`src/rtl/imem_boot_loader.sv`:
```
// imem_boot_loader: streams a length-prefixed little-endian program image into instruction memory,
// holding the CPU in reset until the whole image has been written.
module imem_boot_loader #(
  parameter int DEPTH_LOG2 = 10
) (
  input  logic        clk,
  input  logic        reset,
  input  logic        rx_valid,
  input  logic [7:0]  rx_data,
  output logic        rx_ready,
  input  logic        reload,
  output logic        imem_we,
  output logic [31:0] imem_waddr,
  output logic [31:0] imem_wdata,
  output logic        cpu_reset,
  output logic        busy,
  output logic        err
);
  localparam logic [2:0] S_LEN   = 3'd0;
  localparam logic [2:0] S_DATA  = 3'd1;
  localparam logic [2:0] S_DRAIN = 3'd2;
  localparam logic [2:0] S_RUN   = 3'd3;
  localparam logic [2:0] S_ERR   = 3'd4;
  localparam int WW = DEPTH_LOG2 + 1;
  localparam logic [32:0] MAX_WORDS = 33'd1 << DEPTH_LOG2;
  logic [2:0]    state_q, state_d;
  logic [1:0]    byte_q, byte_d;
  logic [WW-1:0] word_q, word_d, word_inc;
  logic [31:0]   len_q, len_d, asm_q, asm_d, waddr_q, waddr_d, wdata_q, wdata_d;
  logic [31:0]   len_shift, asm_shift;
  logic          we_q, we_d, err_q, err_d, take;
  assign rx_ready   = state_q == S_LEN || state_q == S_DATA;
  assign cpu_reset  = state_q != S_RUN;
  assign busy       = state_q == S_LEN || state_q == S_DATA || state_q == S_DRAIN;
  assign err        = err_q;
  assign imem_we    = we_q;
  assign imem_waddr = waddr_q;
  assign imem_wdata = wdata_q;
  // Bytes shift in from the top so the first byte of each group ends up in [7:0].
  always_comb begin
    take      = rx_valid & rx_ready;
    len_shift = {rx_data, len_q[31:8]};
    asm_shift = {rx_data, asm_q[31:8]};
    word_inc  = word_q + 1'b1;
    state_d   = state_q;
    byte_d    = byte_q;
    word_d    = word_q;
    len_d     = len_q;
    asm_d     = asm_q;
    waddr_d   = waddr_q;
    wdata_d   = wdata_q;
    we_d      = 1'b0;
    case (state_q)
      S_LEN: if (take) begin
        len_d  = len_shift;
        byte_d = byte_q + 2'd1;
        if (byte_q == 2'd3)
          state_d = len_shift == 32'd0 ? S_DRAIN :
                    {1'b0, len_shift} > MAX_WORDS ? S_ERR : S_DATA;
      end
      S_DATA: if (take) begin
        asm_d  = asm_shift;
        byte_d = byte_q + 2'd1;
        if (byte_q == 2'd3) begin
          we_d    = 1'b1;
          wdata_d = asm_shift;
          waddr_d = 32'({word_q, 2'b00});
          word_d  = word_inc;
          if (32'(word_inc) == len_q) state_d = S_DRAIN;
        end
      end
      S_DRAIN: state_d = S_RUN;
      S_RUN: if (reload) begin
        state_d = S_LEN;
        byte_d  = 2'd0;
        word_d  = '0;
      end
      default: state_d = S_ERR;
    endcase
    err_d = err_q | (state_d == S_ERR);
  end
  always_ff @(posedge clk or posedge reset) begin
    if (reset) begin
      state_q <= S_LEN;
      byte_q  <= 2'd0;
      word_q  <= '0;
      len_q   <= 32'd0;
      asm_q   <= 32'd0;
      waddr_q <= 32'd0;
      wdata_q <= 32'd0;
      we_q    <= 1'b0;
      err_q   <= 1'b0;
    end else begin
      state_q <= state_d;
      byte_q  <= byte_d;
      word_q  <= word_d;
      len_q   <= len_d;
      asm_q   <= asm_d;
      waddr_q <= waddr_d;
      wdata_q <= wdata_d;
      we_q    <= we_d;
      err_q   <= err_d;
    end
  end
endmodule

```
`config.mk`:
```
export PLATFORM = sky130hd
export DESIGN_NAME = imem_boot_loader
export DESIGN_NICKNAME = d
export VERILOG_FILES = /design/src/rtl/imem_boot_loader.sv
export SDC_FILE = /design/constraint.sdc
export NUM_CORES = 1
export LEC_CHECK = 0
export ABC_AREA = 1
export BUFFER_PORTS_ARGS = -buffer_cell sky130_fd_sc_hd__buf_2
export CAP_MARGIN = 0
export CORE_MARGIN = 3
export CORE_UTILIZATION = 30
export DETAILED_ROUTE_END_ITERATION = 16
export PLACE_DENSITY = 0.52
export REMOVE_ABC_BUFFERS = 1
export SLEW_MARGIN = 20
export SYNTH_ARGS = -nofsm -noshare
export SYNTH_HDL_FRONTEND = slang
export SYNTH_SLANG_ARGS = --single-unit
```
`constraint.sdc`:
```
create_clock -name clk -period 4.4 [get_ports clk]
set_clock_uncertainty 0.1 [all_clocks]
set_input_delay 0.66 -clock clk [delete_from_list [all_inputs] [get_ports clk]]
set_output_delay 0.66 -clock clk [all_outputs]
set_load 0.05 [all_outputs]
```
== Yosys cells after proc, flatten, opt, wreduce, memory -nomap -nowiden ==
Cells that the tools add are included.
Cells by class
  add/subtract/negate cells: 2
  order comparisons: 1
  equal/unequal tests: 11
  multiplexer cells: 19
  bitwise operators: 2
  reductions and logical operators: 12
Operators by type and width (number)
  11-bit two-way mux: 3
  11-bit by 32-bit == test with 1-bit output: 1
  32-bit by 11-bit greater-than comparator with 1-bit output (second input constant): 1
  32-bit zero test: 1
  3-bit two-way mux: 8
  11-bit one-hot mux with 2 select lines: 1
  3-bit one-hot mux with 4 select lines: 1
  11-bit by 1-bit adder with 11-bit output (second input constant): 1
  3-bit by 2-bit == test with 1-bit output (second input constant): 2
  3-bit AND reduction: 2
  2-bit two-way mux: 2
  2-bit by 1-bit inequality test with 1-bit output (second input constant): 2
  2-bit inequality test (second input constant): 2
  2-bit one-hot mux with 2 select lines: 1
  2-bit AND reduction: 2
  4-bit AND reduction: 1
  2-bit nonzero test: 2
  3-bit by 1-bit == test with 1-bit output (second input constant): 1
  3-bit == test (second input constant): 1
  3-bit zero test: 1
  1-bit two-way mux: 3
  3-bit by 2-bit inequality test with 1-bit output (second input constant): 1
  2-bit by 1-bit adder with 2-bit output (second input constant): 1
  2-bit == test (second input constant): 1
  other kinds (4): 5
Storage, ports and cells
  register bits: 125
  output and inout bits: 69

== Depth between registers and ports, before layout ==
Gate-level depths: netlist (run 1).
  word-level depth: 8
  depth in mapped cells: 14

== Least setup slack after synthesis (run 1) ==
No wires, ideal clock.
  path kind: register to output
  start point: reg state_q[0]
  end point: out busy
  data arrival time: 1.191 ns
  required time: 3.640 ns
  path slack: 2.449 ns
  stages on the path, launching flop included: 2
  path buffers: 0
  path through: dfrtp_1 -> a21oi_1
Between the ends
  longest elaborated chain between the ends: 3
Ends and longest elaborated chain
  start, declared: line 26  | logic [2:0] state_q, state_d;
  start signal, assigned: line 94  | state_q <= state_d;
  3-bit by 1-bit == test with 1-bit output or 3-bit zero test (tied branches): line 34  | assign busy = state_q == S_LEN || state_q == S_DATA || state_q == S_DRAIN;
  1-bit logical OR: line 34
  1-bit logical OR (*): line 34
  end, declared: line 16  | output logic busy,
Mark *: on every way between the ends. The rest lies on a longest branch, timed or not.

== Worst setup path in the final report (run 1) ==
  start point: reg state_q[2]
  end point: reg waddr_q[2], in the netlist imem_waddr[2]
Between the ends
  longest elaborated chain between the ends: 4
Ends and longest elaborated chain
  3-bit by 1-bit == test with 1-bit output or 3-bit zero test (tied branches): line 32, 53
  1-bit logical OR: line 32  | assign rx_ready = state_q == S_LEN || state_q == S_DATA;
  1-bit AND: line 41  | take = rx_valid & rx_ready;
  3-bit AND reduction (no line) (*)
  end signal, assigned: line 99  | waddr_q <= waddr_d;
  end, declared: line 29  | logic [31:0] len_q, len_d, asm_q, asm_d, waddr_q, waddr_d, wdata_q, wdata_d;
Marked as above.
A chain may end at the register's enable or synchronous reset.

==> metrics.md, run 1 <==
| Metric | Value |
|---|---|
| Initial Util | `a little under a third` |
| CP Class | `flop to flop` |
| Share of the synthesized area in the top cell type | `56.5%` |
| DR vias | `3882` |
| TNS Setup | `0 ps` |
| Vias/cell | `between 4 and 5` |
| TritonCTS Buffers | `17` |
| Core area | `between 0.015 and 0.02 sq mm` |
| Synth top area cells | `dfrtp_1 (56%), nand2_1 (12%), o21ai_0 (5.9%)` |
| Port buffer count | `59` |
| Slew Viols, Final | `0` |
| Ant. Diodes | `0` |
| Mapped Area | `~0.0052 sq mm` |
| Instance area at placement | `around 0.0056 sq mm` |
| CP Max Fanout | `between 80 and 90` |
| I/O pin cnt | `81` |
| Final worst path period share | `between 50% and 60%` |
| Post-synthesis cell count | `just under 600` |
| Pre-CTS setup slack | `1800 ps` |
| Post-synth ARST share | `between 90% and 100%` |
| Final std cells w/o fill | `887` |
| Crit-path leading delay family | `simple AND/OR/NAND/NOR gates` |
| Storage cell area | `just under 0.003 sq mm` |
| Initial antenna violation count | `0` |
| Fin Hold WS | `313 ps` |
| Post-CTS Hold Buffers | `0` |
| Die Ht | `137 um` |
| Synth Area in Compound Gates | `between 10 and 15%` |
| Reg clk slew, reported paths | `~50 ps` |
| CP Launch Type | `flop` |
| All-Layer GR Usage | `between 10% and 20%` |
| RSZ-0062 raised after global routing | `false` |
| Clock tree from TritonCTS | `built` |
| Final Cell Area | `slightly above 0.006 sq mm` |
| Worst skew pair latency | `410 ps` |
| Die width | `between 100 and 150 um` |
| Outcome | `complete, no violations` |
| Multi-input gate area | `approximately 0.0018 sq mm` |
| Top_reg_cell synth | `dfrtp_1` |
| Number of global-route vias before repair | `roughly 3700` |
| Post-synthesis cell type count | `30` |
| Worst path max stage delay | `410 ps` |
| Initial DRC count | `~240` |
| WP data required | `~4600 ps` |
| FP Rows | `47` |
| Slowest CP cell | `dfrtp_1` |
| Filler instances | `~1700` |
| PwrDens | `about 420 mW/mm^2` |
| CP Cell Sequence | `nor2_4, nand2_2, nor2_8, inv_4, nor2_8, inv_2, buf_4, nor2_1, inv_1, o21a_1` |
| CTS resizes | `0` |
| M3 GR Usage | `under 10%` |
| Crit path arrival time | `around 2600 ps` |
| Worst-margin pin slew | `approximately 900 ps` |
| Worst path buffer plus inverter count | `4` |
| Wire per inst | `between 10 and 15 um` |
| Cells after DPL | `between 800 and 900` |
| Most instantiated library cell after synthesis | `nand2_1` |
| Pin count of the biggest net entering global routing | `between 80 and 90` |
| Adder-Cell Fraction of Synth Area | `less than 1%` |
| Final core occ | `between 30% and 40%` |
| Yosys top cell by area | `dfrtp_1` |
| Fin crit period | `about 2400 ps` |
| FF+latch count, synth | `~120` |
| Final WL | `~11 mm` |
| Fin worst setup slack | `2040 ps` |
| Main combinational cell family by area after synthesis | `simple AND/OR/NAND/NOR gates` |
| Nets | `~670` |
| Fmax | `between 0.4 and 0.5 GHz` |
| Max-capacitance violation count | `0` |
| Most frequent cells after synthesis | `nand2_1 (168), dfrtp_1 (117), inv_1 (66)` |
| Multiplexer area fraction after synthesis | `0%` |
| DRT Pass-1 Iters | `5` |
| R2r worst-path depth | `10` |
| Antenna-violating nets left | `0` |
| First-pass GRT wire length | `between 15 and 20 mm` |
| Leakage | `roughly 3.3 nW` |
| Peak VDD IR | `0.257 mV` |
| Root buf cell | `clkbuf_16` |
| Syn avg cell area | `8.70 sq um` |
| GP Congestion | `between 0.7 and 0.8` |
| EDFF count, synth | `0` |
| Post-Synth XOR/XNOR Area | `0%` |
| Share of cells above drive strength 1 | `~16%` |
| Most common cell on crit path | `nor2_8` |
| H-Tree Depth | `4` |
| GR peak layer | `met2` |
| Grt met1 use | `~17%` |
| Rel. slew slack | `around two fifths` |
| CP Capture Type | `flop` |
| CP Depth | `10` |
| Count of final hold-check violations | `0` |
| Die ar. | `0.0189 sq mm` |
| Met2 Use GR | `~19%` |
| Clock tree buffer depth | `2` |
| Seq/Total Area, Yosys | `56.5%` |
| Area growth syn-to-layout | `19.2%` |
| Post-Synth Simple-Gate Area | `slightly above 20%` |
| TritonCTS Sinks | `between 100 and 150` |
| Post CTS Setup Buffer Count | `0` |
| GRT overflow | `0` |
| Total power | `approximately 2.6 mW` |
| Yosys warnings | `0` |
| # DRC | `0` |
| # setup viols final | `0` |
| Worst hold path class | `input port to async pin` |
| Hpwl dp | `~8 mm` |
placed cells by master (no fill, tap or decap), drive strengths merged, types with 4 or more instances in the layout:
master and n:
a21oi 17, buf 64, clkbuf 20, clkinv 4, conb 21, dfrtp 117, inv 68, nand2 170
nand3 23, nor2 45, o21ai 88, o22ai 6
cell families (layout without fill, tap and decap cells):
family | Yosys count | count (layout)
buffers and inverters | 110 | 161
and+or+nand+nor | 250 | 250
other | 1 | 21
AOI/OAI and AO/OA | 116 | 116
adders and majority gates | 2 | 2
DFF | 117 | 117
final cells by class:
| cell class | count | share of cell area (%) |
|---|---|---|
| clock buffer | 20 | 7.56 |
| clock inverter | 9 | 2.09 |
| inverter | 68 | 4.21 |
| multi-input combinational | 389 | 28.9 |
| sequential | 117 | 47.4 |
| tap | 220 | 4.46 |
| timing repair buffer | 64 | 5.39 |
metal layers:
metal / share of wire [%] / vias up
met5: 0 / -
met4: 1.7 / 0
met3: 5.0 / 20
met2: 45 / 78
met1: 49 / 1811
li1: - / 1973
power by group:
part	total, mW	switching [mW]	internal (mW)
combinational	0.106	0.0892	0.0166
clock	1.39	0.465	0.921
sequential	1.09	0.00508	1.08
total	2.58	0.559	2.02
registers in the layout (all words and copies together), names as in the netlist:
name and flops:
len_q 32, imem_we 1, byte_q 2, state_q 3, imem_wdata 32, word_q 11, asm_q 24, err 1
imem_waddr 11
worst reg2reg max path, cell delays in order, from the launching register on:
cell     delay (ps)
dfrtp_1         410
nor2_4          150
nand2_2         130
nor2_8          350
inv_4           170
nor2_8          230
inv_2            40
buf_4           340
nor2_1          180
inv_1            60
o21a_1          100
path summary, 6_finish.rpt:
| path | from | to | slack, ps |
|---|---|---|---|
| hold reg to reg | err | err | 360 |
| setup reg to reg | state_q[2] | imem_waddr[2] | 2040 |
| hold / removal | reset | imem_we | 310 |
| setup / recovery | state_q[2] | imem_waddr[2] | 2040 |
| min in group clk | err | err | 360 |
| max in group asynchronous | reset | len_q[31] | 2960 |
(Power assumes the default switching activity.)
==> run 2: changes to the inputs <==
ABC_AREA = 0   (was 1)
PLACE_DENSITY = 0.53   (was 0.52)
clock period = 2.15 ns   (was 4.4 ns; I/O delays follow)
==> run 2 against run 1 <==
The run now ends with negative hold slack, negative setup slack left. Sequential power grew to 2.6 times the previous value. Sequential share of layout area shrank 3.4 points. Flip-flop and latch count is the same. Area after synthesis grew 0.72%. Critical path depth shrank 3. Combinational power grew to 12 times the previous value. Hold slack lost 350 ps. Count of clock-buffer cells in the layout shrank 2. Synthesized cell count shrank 17%. Clock power grew 110%. Critical path type unchanged. Largest power group is now registers. Critical endpoint is now state_q[0].
==> metrics.md, run 2 <==
| Metric | Value |
|---|---|
| Outcome | `finished, violations left` |
| Failing checks | `negative hold slack, negative setup slack` |
| Worst-margin pin slew | `roughly 650 ps` |
| I/O pin cnt | `81` |
| Die width | `~140 um` |
| Share of cells above drive strength 1 | `between 30% and 40%` |
| # DRC | `0` |
| H-Tree Depth | `4` |
| Initial Util | `between 30% and 40%` |
| Slew Viols, Final | `0` |
| GP Congestion | `0.821` |
| Top_reg_cell synth | `dfrtp_1` |
| Total power | `6.99 mW` |
| Post-synthesis cell count | `497` |
| Hpwl dp | `a little under 8 mm` |
| Yosys warnings | `0` |
| CP Cell Sequence | `ha_1, xor2_1, and4bb_2, nand4b_1, a2111oi_2, nand4_1, a311o_1` |
| Commonest non-fill, non-tap cell in the layout | `nand2_1` |
| Worst hold path class | `input port to async pin` |
| Filler instances | `about 1700` |
| CP Capture Type | `flop` |
| Share of the synthesized area in the top cell type | `between 50% and 60%` |
| Die Ht | `roughly 140 um` |
| Multi-input gate area | `between 0.002 and 0.0025 sq mm` |
| Clock tree from TritonCTS | `built` |
| Syn avg cell area | `10.5 sq um` |
| Die ar. | `around 0.019 sq mm` |
| CP Launch Type | `flop` |
| First-pass GRT wire length | `slightly below 20 mm` |
| Final worst path period share | `103%` |
| TNS Setup | `-57.2 ps` |
| Most frequent cells in the layout | `nand2_1 (148), dfrtp_1 (117), buf_2 (59)` |
| Worst path max stage delay | `370 ps` |
| Fmax | `0.453 GHz` |
| Number of global-route vias before repair | `between 3000 and 4000` |
| Most frequent cells after synthesis | `nand2_1 (148), dfrtp_1 (117), mux2_2 (55)` |
| Count of final hold-check violations | `40` |
| Final WL | `about 11 mm` |
| FP Rows | `47` |
| Post-synth ARST share | `100%` |
| Seq/Total Area, Yosys | `roughly 56%` |
| Slowest CP cell | `dfrtp_1` |
| Post-synthesis cell type count | `55` |
| Fin worst setup slack | `-57.2 ps` |
| Worst skew pair latency | `a little over 400 ps` |
| Adder-Cell Fraction of Synth Area | `less than 1%` |
| Antenna-violating nets left | `0` |
| Ant. Diodes | `0` |
| Fin Hold WS | `-34.4 ps` |
| RSZ-0062 raised after global routing | `true` |
| Yosys top cell by area | `dfrtp_1` |
| All-Layer GR Usage | `between 10% and 20%` |
| Clock tree buffer depth | `2` |
| Post CTS Setup Buffer Count | `0` |
| Fin crit period | `~2200 ps` |
| Most instantiated library cell after synthesis | `nand2_1` |
| Reg clk slew, reported paths | `about 60 ps` |
| Max-capacitance violation count | `0` |
| Vias/cell | `~4.6` |
| # setup viols final | `1` |
| Post-CTS Hold Buffers | `0` |
| GRT overflow | `0` |
| DR vias | `3845` |
| Final Cell Area | `0.00665 sq mm` |
| Initial DRC count | `about 220` |
| Synth Area in Compound Gates | `5.97%` |
| Root buf cell | `clkbuf_16` |
| TritonCTS Buffers | `17` |
| EDFF count, synth | `0` |
| Main combinational cell family by area after synthesis | `simple AND/OR/NAND/NOR gates` |
| Nets | `612` |
| Post-Synth Simple-Gate Area | `17.5%` |
| Post-Synth XOR/XNOR Area | `~2.2%` |
| Port buffer count | `slightly below 60` |
| Synth top area cells | `dfrtp_1 (56%), mux2_2 (12%), nand2_1 (11%)` |
| Core area | `roughly 0.017 sq mm` |
| CP Max Fanout | `2` |
| Crit path arrival time | `approximately 2400 ps` |
| Multiplexer area fraction after synthesis | `approximately an eighth` |
| DRT Pass-1 Iters | `6` |
| Leakage | `about 3.4 nW` |
| Storage cell area | `a little under 0.003 sq mm` |
| Area growth syn-to-layout | `27.3%` |
| Initial antenna violation count | `0` |
| Wire per inst | `13.8 um` |
| Peak VDD IR | `about 0.55 mV` |
| Rel. slew slack | `56.6%` |
| PwrDens | `~1100 mW/mm^2` |
| CP Class | `flop to flop` |
| TritonCTS Sinks | `about 120` |
| WP data required | `between 2000 and 2500 ps` |
| FF+latch count, synth | `between 100 and 150` |
| Mapped Area | `between 0.005 and 0.006 sq mm` |
| Pin count of the biggest net entering global routing | `roughly 120` |
| Instance area at placement | `0.00603 sq mm` |
run 2: changes by cell type in the layout (fill, tap and decap cells not counted), moves of 27 or more:
cell | previous run | this run
inv_1 | 65 | 2
mux2_2 | 0 | 55
buf_4 | 5 | 45
o21ai_0 | 61 | 26
nor2_1 | 42 | 11
o21ai_1 | 27 | 0
run 2: cells by family after synthesis:
logic type	count (synthesis)
multiplexers	57
XOR/XNOR	13
buffers and inverters	50
adder cells (fa/ha/maj)	2
AND/OR/NAND/NOR	206
flip-flops	117
other	1
AO/OA/AOI/OAI	51
run 2: stage by stage:
step	setup WS (ps)	utilization, %	instances
detailed placement	-66.4	35.9	799
global route	-191	39.5	830
floorplan	-1990	-	471
finish	-57.2	39.5	830
CTS	-44.4	39.5	830
global placement	-40.6	35.9	799
run 2: report_power, final:
group          total [mW]  internal [mW]  switching [mW]
logic                1.28          0.680           0.600
registers            2.87           2.55           0.318
clock network        2.85           1.84            1.01
run 2: path summary, 6_finish.rpt:
kind	startpoint	endpoint	slack [ps]	cells after the start
max	word_q[0]	state_q[0]	-60	7
min	reset	imem_we	-30	3
max reg2reg	word_q[0]	state_q[0]	-60	7
min reg2reg	asm_q[8]	imem_wdata[0]	360	2
max in group asynchronous	reset	word_q[9]	1480	3
min in group clk	rx_data[5]	imem_wdata[29]	70	3
run 2: layer usage:
metal	vias up	track usage, %	wire length, um
met2	92	20.9	5370
met3	18	3.85	554
met4	0	4.94	189
li1	1851	-	-
met1	1884	16.5	5350
met5	-	0	0
run 2: layout make-up:
class	instances	area share, %
multi-input cells	350	31.8
flip-flops and latches	117	44.1
inverters	4	0.264
well taps	220	4.14
repair buffers	108	10.7
clock inverters	13	2.39
clock buffers	18	6.61
run 2: critical path: cells and delay by family, from the launching register on:
kind            cells  cell delay, ps
compound gates      2             600
fa+ha+maj           1             320
simple gates        3             560
xor+xnor            1             150
flops               1             370
run 2: timing repair:
item                       CTS  global route
resized for setup            2             1
setup endpoints to repair    2             3
gates cloned                 0             0
pin swaps                    1             1
